`src/rtl/usw_pkg.sv`:
```
// Shared types and helpers for the two-bank write path.
// No logic of its own; widths here set the default request geometry.
// Bank address helper drops the bank-select bit and closes the gap.
package usw_pkg;

    localparam int MPND     = 5;
    localparam int MIDX_DEF = 0;
    localparam int USW_AW   = 8;
    localparam int USW_DW   = MPND + 1;

    // One queued write request.
    typedef struct packed {
        logic [USW_AW-1:0] adr;
        logic [USW_DW-1:0] dat;
    } usw_wreq_t;

    // Remove bit midx from the request address: bits below midx stay put,
    // bits above it shift down by one.
    function automatic logic [USW_AW-2:0] usw_bank_adr(input logic [USW_AW-1:0] adr,
                                                       input int              midx);
        logic [USW_AW-2:0] r;
        r = '0;
        for (int i = 0; i < USW_AW - 1; i++) begin
            r[i] = (i < midx) ? adr[i] : adr[i+1];
        end
        return r;
    endfunction

endpackage

```
`src/rtl/usw_wq.sv`:
```
// In-order DEPTH-entry synchronous queue holding accepted write requests.
// Latency: an entry pushed at edge E is visible at the head after E (no bypass).
// Backpressure: o_full from registered count only; push when full and pop when empty are ignored.
module usw_wq #(
    parameter int W     = 14,
    parameter int DEPTH = 2
) (
    input  logic         clk,
    input  logic         rst,
    input  logic         i_push,
    input  logic [W-1:0] i_push_dat,
    input  logic         i_pop,
    output logic         o_full,
    output logic         o_empty,
    output logic [W-1:0] o_head
);

    localparam int            PW       = $clog2(DEPTH);
    localparam logic [PW:0]   FULL_CNT = (PW+1)'(DEPTH);

    logic [W-1:0]  r_mem [DEPTH];
    logic [PW-1:0] r_wp;
    logic [PW-1:0] r_rp;
    logic [PW:0]   r_cnt;
    logic          w_push;
    logic          w_pop;

    assign o_full  = (r_cnt == FULL_CNT);
    assign o_empty = (r_cnt == '0);
    assign o_head  = r_mem[r_rp];
    assign w_push  = i_push & ~o_full;
    assign w_pop   = i_pop & ~o_empty;

    // Storage array; contents are don't-care while the count says empty.
    always_ff @(posedge clk) begin
        if (w_push) begin
            r_mem[r_wp] <= i_push_dat;
        end
    end

    // Pointers wrap naturally; simultaneous push and pop keep the count.
    always_ff @(posedge clk or posedge rst) begin
        if (rst) begin
            r_wp  <= '0;
            r_rp  <= '0;
            r_cnt <= '0;
        end else begin
            if (w_push) begin
                r_wp <= r_wp + 1'b1;
            end
            if (w_pop) begin
                r_rp <= r_rp + 1'b1;
            end
            if (w_push && !w_pop) begin
                r_cnt <= r_cnt + 1'b1;
            end else if (!w_push && w_pop) begin
                r_cnt <= r_cnt - 1'b1;
            end
        end
    end

endmodule

```
`src/rtl/usw_bank_writer.sv`:
```
// Parity-checked write steering into two banks by address bit MIDX, with sticky error capture.
// Latency: accept at edge E0, bank strobe high in the cycle after E0+1; one write per cycle at most.
// Backpressure: wr_rdy_s1 drops when the queue is full; a stalled head bank blocks all younger writes.
module usw_bank_writer
    import usw_pkg::*;
#(
    parameter int AW    = USW_AW,
    parameter int DW    = USW_DW,
    parameter int MIDX  = MIDX_DEF,
    parameter int DEPTH = 2
) (
    input  logic          piclk,
    input  logic          k_i_reset,
    input  logic          wr_vld_s1,
    output logic          wr_rdy_s1,
    input  logic [AW-1:0] wr_adr_s1,
    input  logic [DW-1:0] wr_dat_s1,
    input  logic          wr_par_s1,
    input  logic          bank0_rdy,
    input  logic          bank1_rdy,
    output logic          bank0_we_s3,
    output logic          bank1_we_s3,
    output logic [AW-2:0] bank_adr_s3,
    output logic [DW-1:0] bank_dat_s3,
    output logic          err_vld,
    output logic          err_ovf,
    output logic [AW-1:0] err_adr,
    input  logic          err_clr,
    output logic [15:0]   wr_cnt
);

    usw_wreq_t     w_in_req;
    usw_wreq_t     w_head;
    logic          w_full;
    logic          w_empty;
    logic          w_acc;
    logic          w_par_ok;
    logic          w_push;
    logic          w_err;
    logic          w_hb;
    logic          w_pop;

    logic          r_we0;
    logic          r_we1;
    logic [AW-2:0] r_badr;
    logic [DW-1:0] r_bdat;
    logic          r_err_vld;
    logic          r_err_ovf;
    logic [AW-1:0] r_err_adr;
    logic [15:0]   r_wr_cnt;

    assign w_in_req  = {wr_adr_s1, wr_dat_s1};
    assign wr_rdy_s1 = ~w_full;
    assign w_acc     = wr_vld_s1 & wr_rdy_s1;
    assign w_par_ok  = ~(^{wr_dat_s1, wr_par_s1});
    assign w_push    = w_acc & w_par_ok;
    assign w_err     = w_acc & ~w_par_ok;
    assign w_hb      = w_head.adr[MIDX];
    assign w_pop     = ~w_empty & (w_hb ? bank1_rdy : bank0_rdy);

    usw_wq #(
        .W     ($bits(usw_wreq_t)),
        .DEPTH (DEPTH)
    ) u_wq (
        .clk        (piclk),
        .rst        (k_i_reset),
        .i_push     (w_push),
        .i_push_dat (w_in_req),
        .i_pop      (w_pop),
        .o_full     (w_full),
        .o_empty    (w_empty),
        .o_head     (w_head)
    );

    // s3 issue stage: one-cycle strobe for the popped head; address/data hold between writes.
    always_ff @(posedge piclk or posedge k_i_reset) begin
        if (k_i_reset) begin
            r_we0    <= 1'b0;
            r_we1    <= 1'b0;
            r_badr   <= '0;
            r_bdat   <= '0;
            r_wr_cnt <= '0;
        end else begin
            r_we0 <= w_pop & ~w_hb;
            r_we1 <= w_pop & w_hb;
            if (w_pop) begin
                r_badr   <= usw_bank_adr(w_head.adr, MIDX);
                r_bdat   <= w_head.dat;
                r_wr_cnt <= r_wr_cnt + 16'd1;
            end
        end
    end

    // Sticky error capture; a new error in the same cycle as err_clr restarts the capture.
    always_ff @(posedge piclk or posedge k_i_reset) begin
        if (k_i_reset) begin
            r_err_vld <= 1'b0;
            r_err_ovf <= 1'b0;
            r_err_adr <= '0;
        end else if (w_err) begin
            if (!r_err_vld || err_clr) begin
                r_err_vld <= 1'b1;
                r_err_ovf <= 1'b0;
                r_err_adr <= wr_adr_s1;
            end else begin
                r_err_ovf <= 1'b1;
            end
        end else if (err_clr) begin
            r_err_vld <= 1'b0;
            r_err_ovf <= 1'b0;
            r_err_adr <= '0;
        end
    end

    assign bank0_we_s3 = r_we0;
    assign bank1_we_s3 = r_we1;
    assign bank_adr_s3 = r_badr;
    assign bank_dat_s3 = r_bdat;
    assign err_vld     = r_err_vld;
    assign err_ovf     = r_err_ovf;
    assign err_adr     = r_err_adr;
    assign wr_cnt      = r_wr_cnt;

endmodule

```
`config.mk`:
```
export PLATFORM = sky130hd
export DESIGN_NAME = usw_bank_writer
export DESIGN_NICKNAME = d
export VERILOG_FILES = /design/src/rtl/usw_pkg.sv /design/src/rtl/usw_wq.sv /design/src/rtl/usw_bank_writer.sv
export SDC_FILE = /design/constraint.sdc
export NUM_CORES = 1
export LEC_CHECK = 0
export ABC_AREA = 0
export CORE_ASPECT_RATIO = 1.2
export CORE_MARGIN = 2
export CORE_UTILIZATION = 50
export CTS_CLUSTER_SIZE = 8
export DETAILED_ROUTE_END_ITERATION = 6
export DONT_BUFFER_PORTS = 1
export MAX_ROUTING_LAYER = met4
export PLACE_DENSITY = 0.66
export SLEW_MARGIN = 30
export SYNTH_ARGS = -nofsm -noshare
export SYNTH_HDL_FRONTEND = slang
export SYNTH_SLANG_ARGS = --single-unit
```
`constraint.sdc`:
```
create_clock -name piclk -period 2.7 [get_ports piclk]
set_input_delay 0.54 -clock piclk [delete_from_list [all_inputs] [get_ports piclk]]
set_output_delay 0.54 -clock piclk [all_outputs]
set_load 0.02 [all_outputs]
```
### Word-level counts from Yosys, hierarchy flattened

Memories as Yosys holds them, arrays and structs flattened.
Index checks and enable logic that the tools add are counted.

* bits in registers: 45
* latch bits: 0
* memory bits (writable): 28
* memory bits (read-only): 0
* input bits: 21
* output and inout port bits: 42
* logic and storage cells: 55
* memories: 1

Memory list
* u_wq.r_mem: depth 2, width 14, read ports 1, clocked after Yosys merged registers in 0, wr ports 1, RTL line usw_wq.sv:21 `logic [W-1:0] r_mem [DEPTH];`

* $add $sub $neg: 5
* multipliers: 0
* div/mod/pow operators: 0
* $lt $le $gt $ge: 0
* eq/ne operators: 2
* shift-type cells: 0
* muxes and demuxes: 13
* bitwise logic cells: 12
* reductions and logical operators: 11

Operator list (count)
* 8-bit 2-to-1 mux: 3
* 16-bit by 1-bit adder with 16-bit output, second input constant: 1
* 1-bit AND: 8
* 1-bit 2-to-1 mux: 8
* 7-bit parity: 1
* 2-bit 2-to-1 mux: 2
* 1-bit inverter: 4
* 2-bit nonzero test: 2
* 1-bit zero test: 3
* 1-bit adder, second input constant: 2
* 2-bit by 1-bit adder with 2-bit output, second input constant: 1
* 2-bit == test, second input constant: 1
* 1-bit logical AND: 2
* 2-bit zero test: 1
* 2-bit by 1-bit inequality test with 1-bit output, second input constant: 1
* 2-bit AND reduction: 1
* 2-bit by 1-bit subtractor with 2-bit output, second input constant: 1
* 1-bit logical OR: 1

### Longest topological paths before layout

Gate-level depths: netlist of run 1.

* depth in word-level cells: 9
* depth in mapped cells: 10
* depth with buffers taken out: 8

### Modules after synthesis

Synthesis of run 1 repeated with hierarchy kept, for this count alone.

* cells, all modules: 199
* area total of the unflattened synthesis: 3066.7 um2

By module, submodules not included
* usw_bank_writer: instances 1, cells an instance 135, area each 1808.0 um2, seq. area each 1026.0 um2
* usw_wq: instances 1, cells an instance 64, area each 1258.7 um2, seq. area each 940.9 um2

### Worst setup path before layout of run 1

OpenSTA, ideal clock, no wires.

* path kind: input to register
* start point: in wr_dat_s1[0]
* end point: mem u_wq.r_mem[0][0] (enable)
* library setup time: 0.403 ns
* arrival: 2.157 ns
* data required time: 2.297 ns
* setup slack: 0.140 ns
* cell stages on the path: 3
* path buffers: 0
* cells stage by stage: xnor3_1 > xnor3_1 > nor3_1

* cells in the longest elaborated chain, start to end: 6

RTL lines
* start: declaration: RTL line usw_bank_writer.sv:17 `input logic [DW-1:0] wr_dat_s1,`
* 7-bit parity: RTL line usw_bank_writer.sv:55 `assign w_par_ok = ~(^{wr_dat_s1, wr_par_s1});`
* 1-bit inverter: RTL line usw_bank_writer.sv:55
* 1-bit AND: RTL line usw_bank_writer.sv:56 `assign w_push = w_acc & w_par_ok;`
* 1-bit AND: RTL line usw_wq.sv:31 `assign w_push = i_push & ~o_full;`
* 1-bit 2-to-1 mux: RTL line usw_wq.sv:36 `if (w_push) begin`
* 1-bit 2-to-1 mux (implied by the code): RTL line usw_wq.sv:37 `r_mem[r_wp] <= i_push_dat;`
* end: declaration: RTL line usw_wq.sv:21

No other way between the ends.

### Worst setup path after layout of run 1

* start point: reg u_wq.r_rp
* end point: reg u_wq.r_cnt[1]

* cells in the longest elaborated chain, start to end: 7
* elaborated cells on any way between the ends: 9
* classes of those cells: mux: 2; bitwise: 2; reduce/logical: 4; memory: 1

RTL lines
* start: declaration: RTL line usw_wq.sv:23 `logic [PW-1:0] r_rp;`
* start signal: assignment: RTL line usw_wq.sv:52 `r_rp <= r_rp + 1'b1;`
* memory read 2 x 14 bit (*)
* 1-bit 2-to-1 mux (*): RTL line usw_bank_writer.sv:59 `assign w_pop = ~w_empty & (w_hb ? bank1_rdy : bank0_rdy);`
* 1-bit AND (*): RTL line usw_bank_writer.sv:59
* 1-bit AND (*): RTL line usw_wq.sv:32 `assign w_pop = i_pop & ~o_empty;`
* 1-bit zero test: RTL line usw_wq.sv:54 `if (w_push && !w_pop) begin`
* 1-bit logical AND: RTL line usw_wq.sv:54
* 2-bit 2-to-1 mux or 2-bit nonzero test (tied branches)
* end signal: assignment: RTL line usw_wq.sv:55 `r_cnt <= r_cnt + 1'b1;`
* end signal: assignment: RTL line usw_wq.sv:57 `r_cnt <= r_cnt - 1'b1;`
* end: declaration: RTL line usw_wq.sv:24 `logic [PW:0] r_cnt;`

Every way passes the cells marked *; elsewhere a longest branch is shown, timed or not.
A chain may end at the register's enable or synchronous reset.

==> run summary, run 1 <==
Clk Latency, worst-skew pair: 0.34 ns
CTS clock-pin slew for the worst setup and hold paths: 0.08 ns
RSZ-0062 raised after global routing: no
Required @ worst endpoint: 2.96 ns
MaxCap Viol Count: 0
CP arrival: 2.31 ns
Crit Path Max Fanout: 17
Post-route cell area: 0.00331 mm^2
CTS Buffer Depth: 2
First-pass GRT wire length: 8.66 mm
Synth area leaders: dfrtp_1 37%, edfxtp_1 28%, xor2_1 4.9%
Dpl hpwl: 3.79 mm
CTS Sinks: 73
Post-Syn Instances: 209
Period minus WS final: 2.05 ns
Power Density: 1080 mW/mm^2
Post-synth ARST share: 61.6%
Clock Power Share: 21.6%
Gate power share: 23.3%
Total GRT Usage: 18.4%
Clock skew: 0.00962 ns
Routed via count: 1,649
Total leakage power: 1.36 nW
Synth Area in Compound Gates: 4.58%
Setup violations, final: 0
Placed cell area: 0.00313 mm^2
Dominant cell type by area after synthesis: dfrtp_1
CTS Hold Bufs: 0
Flop and latch count out of synthesis: 73
Mux cell area share after synthesis: 9.45%
Share of layout cells above drive strength 1: 18.8%
Number of synthesized flops with an enable pin: 28
Worst Setup End Kind: flop
Die ar.: 0.00670 mm^2
Peak VDD IR: 0.434 mV
Sequential power share: 55.1%
Antenna violations before repair: 0
CTS Buf Count: 9
Post-cts sizing count: 0
Count of cell types in the netlist: 33
Final hold viol count: 0
CTS tree: built
Run status: completed
Area Overhead vs Synth: 9.08%
R2R setup slack: 0.65 ns
Routability Congestion: 0.706
Mapped cell area: 0.00303 mm^2
Largest net degree at the start of global routing: 46
Vias in the first global route: 1,700
DRT iter0 DRCs: 94
Maximum clock frequency: 0.488 GHz
Post-synth top flop: dfrtp_1
Slew @ Worst Pin: 0.775 ns
DR WL/cell: 17.7 um
Cell Int Power: 2.18 mW
Share of the synthesized area in the top cell type: 37.2%
XOR/XNOR share of the synthesized area: 7.84%
Most frequent cell after synthesis: dfrtp_1
Pins Over Slew Limit: 0
Row Count: 31
Final wirelength: 5.39 mm
CP startpoint kind: flop
Synth warn: 0
Port-buffer cells: 0
CTS root buf: clkbuf_8
H-tree level count: 3
Psw: 1.39 mW
Setup TNS: 0 ns
Seq/Total Area, Yosys: 64.9%
# diodes: 0
Sw Share: 38.8%
I/O Pins: 63
Post-Synth Adder-Cell Area: 0.826%
Main combinational cell family by area after synthesis: simple AND/OR/NAND/NOR gates
Placeable Area: 0.00593 mm^2
Die height: 89.3 um
Post-route ant nets: 0
Die W: 75.1 um
Drt drc: 0
Grt total ovfl: 0
Total setup buffers inserted after CTS: 0
Syn avg cell area: 14.5 um^2
Crit path kind: reg -> reg
NumNets Final: 241
Starting Density: 51.1%
Vias per cell: 5.41
Hold Path Class: in -> async
Post-Synth Simple-Gate Area: 10.5%
Slew HR: 48.3%
1st-pass router iterations: 4
Net count after synthesis: 232
Fin crit share: 75.9%
Commonest cells in the netlist: 45 x dfrtp_1, 28 x edfxtp_1, 20 x o21ai_0
[logic make-up after synthesis]
group                    count (synthesis)
XOR/XNOR                                24
AND/OR/NAND/NOR                         49
multiplexers                            25
adder cells (fa/ha/maj)                  2
AO/OA/AOI/OAI                           27
buffers and inverters                    9
flip-flops                              73
[through the flow]
stage / std cells / total power, mW / hold WS [ns] / worst slack (ns) / utilization, %
2_1_floorplan: 209 / 2.62 / 0.456 / 0.140 / -
3_3_place_gp: 289 / 2.79 / 0.498 / 0.523 / 52.7
3_5_place_dp: 289 / 2.84 / 0.494 / 0.488 / 52.7
4_1_cts: 305 / 3.62 / 0.270 / 0.611 / 55.7
5_1_grt: 305 / 3.80 / 0.233 / 0.536 / 55.7
6_report: 305 / 3.57 / 0.197 / 0.650 / 55.7
[critical path, cell delays in order, from the launching register on]
cell,delay (ns)
dfrtp_1,0.42
mux2i_4,0.34
mux2i_4,0.28
nor2_2,0.08
inv_2,0.23
ha_1,0.32
nor2_1,0.15
xor2_1,0.15
[state kept, by name, summed over array words and instances, names as in the netlist]
| signal | count |
|---|---|
| err_vld | 1 |
| u_wq.r_mem | 28 |
| u_wq.r_wp | 1 |
| wr_cnt | 16 |
| bank1_we_s3 | 1 |
| u_wq.r_rp | 1 |
| bank_dat_s3 | 6 |
| err_ovf | 1 |
| bank0_we_s3 | 1 |
| bank_adr_s3 | 7 |
| u_wq.r_cnt | 2 |
| err_adr | 8 |
[cells in the final DEF (no fill, tap or decap), types with 4 or more instances in the layout]
| cell | instances |
|---|---|
| nand2_1 | 6 |
| clkbuf_8 | 9 |
| nor2_1 | 5 |
| buf_4 | 5 |
| o21ai_0 | 20 |
| edfxtp_1 | 28 |
| dfrtp_1 | 45 |
| xor2_1 | 17 |
| o21ai_1 | 6 |
| xnor2_1 | 5 |
| mux2_2 | 9 |
| nor3_1 | 4 |
| mux2i_1 | 14 |
| nor2b_1 | 8 |
[routing by layer]
layer | wire length, um | GRT usage (%) | vias up
met4 | 73 | 7.79 | 0
met5 | 0 | - | -
met2 | 2720 | 28.2 | 60
li1 | - | - | 772
met3 | 404 | 6.99 | 8
met1 | 2200 | 21.7 | 809
[power groups by stage]
stage                     Clock, mW  Sequential, mW  Combinational, mW
after floorplan                   0            1.91              0.704
after global placement            0            1.99              0.804
after detailed placement          0            2.00              0.847
after CTS                     0.790            1.98              0.851
after global routing          0.852            2.02              0.929
final                         0.770            1.97              0.831
[final timing paths]
check,start,end,cells after the start
setup / recovery,u_wq.r_rp,u_wq.r_cnt[1],7
hold / removal,k_i_reset,err_adr[5],1
setup reg to reg,u_wq.r_rp,u_wq.r_cnt[1],7
hold reg to reg,u_wq.r_wp,u_wq.r_wp,1
max in group asynchronous,k_i_reset,wr_cnt[8],1
min in group piclk,wr_adr_s1[7],u_wq.r_mem[1][13],0
[cell type report]
type / instances / area (um^2)
fill: 499 / 2630
sequential: 73 / 1970
multi-input combinational: 127 / 1010
clock buffer: 9 / 124
tap: 82 / 103
clock inverter: 7 / 55.1
timing repair buffer: 5 / 37.5
inverter: 2 / 8.76
(Power assumes the default switching activity.)
==> run 2: changes to the inputs <==
clock period = 2.1 ns   (was 2.7 ns; I/O delays follow)
==> run 2 against run 1 <==
  * Register-to-register slack lost 0.34 ns
  * Global-route usage grew 0.33 points
  * First-iteration DRC count grew 7.4%
  * Via count grew 0.79%
  * Final cell count grew 2.0%
  * Clock-buffer cell count is the same
  * Setup slack lost 0.34 ns
  * Flip-flop and latch count is the same
  * Largest cell class unchanged
  * Design area grew 1.9%
  * Sequential power grew 29%
  * Combinational power grew 36%
==> run summary, run 2 (synthesis gave the netlist of run 1 again) <==
Run status: completed
Peak VDD IR: 0.625 mV
Starting Density: 51.1%
H-tree level count: 3
Gate power share: 24.2%
Hold worst-path end: u_wq.r_mem[1][9]
Dpl hpwl: 4.06 mm
CTS clock-pin slew for the worst setup and hold paths: 0.09 ns
Grt total ovfl: 0
CTS Sinks: 73
Cell Chain, Critical Path: mux2i_4, mux2i_4, buf_4, nor3_1, xor2_1
Worst Setup End Kind: flop
Post-route cell area: 0.00337 mm^2
Hold Path Class: in -> reg
Setup TNS: 0 ns
Placed Cells: 294
Reg2reg end: wr_cnt[11]
Die height: 89.3 um
Slowest cell on crit path: dfrtp_1
Crit Path Max Fanout: 27
CP max stage delay: 0.41 ns
Clock skew: 0.00682 ns
Layout Cells excl Fill: 311
CTS tree: built
DRT iter0 DRCs: 101
Slew HR: 52.3%
Power Density: 1380 mW/mm^2
Setup violations, final: 0
Slew @ Worst Pin: 0.715 ns
Antenna violations before repair: 0
Maximum clock frequency: 0.560 GHz
Final hold viol count: 0
Post-cts sizing count: 0
Placed cell area: 0.00318 mm^2
Fin crit share: 85.1%
CP startpoint kind: flop
Routed via count: 1,662
Cell Int Power: 2.85 mW
Vias per cell: 5.34
Sequential power share: 54.4%
Routability Congestion: 0.710
First-pass GRT wire length: 8.82 mm
1st-pass router iterations: 4
Pins Over Slew Limit: 0
Die ar.: 0.00670 mm^2
Total setup buffers inserted after CTS: 0
CTS root buf: clkbuf_8
CTS Buffer Depth: 2
Worst r2r path cells: 5
Sw Share: 38.8%
WHS: 0.168 ns
Clk Latency, worst-skew pair: 0.34 ns
Post-route ant nets: 0
Top reg by flops: u_wq.r_mem
Final wirelength: 5.54 mm
# diodes: 0
Largest net degree at the start of global routing: 28
NumNets Final: 247
Setup WS pre-CTS: 0.0893 ns
Top Usage Layer GRT: met2
GR Util met2: 29.7%
Vias in the first global route: 1,788
HP Start: wr_adr_s1[3]
MaxCap Viol Count: 0
CP arrival: 1.99 ns
Total power: 4.66 mW
Die W: 75.1 um
Crit-path most repeated cell: mux2i_4
Clock Power Share: 21.4%
Area Overhead vs Synth: 11.2%
CTS Hold Bufs: 1
CTS Buf Count: 9
Commonest cells after routing, fill and taps aside: 45 x dfrtp_1, 28 x edfxtp_1, 20 x o21ai_0, 17 x xor2_1, 14 x mux2i_1
I/O Pins: 63
DR WL/cell: 17.8 um
Period minus WS final: 1.79 ns
Psw: 1.81 mW
Total leakage power: 1.39 nW
Met3 usage: 6.99%
Row Count: 31
R2R setup slack: 0.31 ns
Total GRT Usage: 18.7%
Worst hold path stage count: 0
Number of flip-flops in the largest register: 28
Worst R2R Start: u_wq.r_rp
Drt drc: 0
Required @ worst endpoint: 2.31 ns
Share of layout cells above drive strength 1: 20.5%
Met1 Track Usage GR: 21.5%
Port-buffer cells: 0
Final worst slack: 0.314 ns
Crit path kind: reg -> reg
RSZ-0062 raised after global routing: no
Placeable Area: 0.00593 mm^2
Commonest non-fill, non-tap cell in the layout: dfrtp_1
Post-layout util: 56.8%
run 2: changes by cell type in the layout (fill, tap and decap cells not counted):
cell	change
buf_12	+1
inv_8	+1
inv_2	+1
dlygate4sd3_1	+1
buf_4	+4
clkinvlp_4	+1
clkinv_4	-1
clkinv_2	-2
run 2: power groups by stage:
stage	sequential, mW	combinational, mW	clock, mW
2_1_floorplan	2.46	0.909	0
3_3_place_gp	2.56	1.07	0
3_5_place_dp	2.57	1.13	0
4_1_cts	2.54	1.15	1.03
5_1_grt	2.59	1.25	1.10
6_report	2.54	1.13	0.997
run 2: area by class of cell:
cell class,count,area (um^2)
timing repair buffer,11,97.6
sequential,73,1970
inverter,2,7.51
clock inverter,7,60.1
tap,82,103
fill,511,2560
clock buffer,9,124
multi-input combinational,127,1010
run 2: worst max path at each step:
stage / startpoint / to / slack, ns / depth (start not counted)
after floorplan: u_wq.r_rp / u_wq.r_cnt[1] / 0.04 / 10
after global placement: wr_dat_s1[0] / err_adr[3] / 0.13 / 4
after detailed placement: wr_dat_s1[0] / err_adr[0] / 0.09 / 4
after CTS: u_wq.r_rp / u_wq.r_cnt[1] / 0.31 / 7
after global routing: u_wq.r_rp / u_wq.r_cnt[1] / 0.20 / 7
final: u_wq.r_rp / wr_cnt[11] / 0.31 / 5
run 2: critical path, delay by kind of cell (launching register included):
family / cells / cell delay [ns]
xor gates and xnor gates: 1 / 0.19
DFF: 1 / 0.41
buffers and inverters: 1 / 0.32
muxes: 2 / 0.61
and+or+nand+nor: 1 / 0.13
run 2: per-layer routing:
| layer | vias to the layer above | share of wire (%) |
|---|---|---|
| li1 | 778 | - |
| met1 | 822 | 40 |
| met2 | 52 | 51 |
| met3 | 10 | 7.1 |
| met4 | 0 | 1.5 |
| met5 | - | 0 |
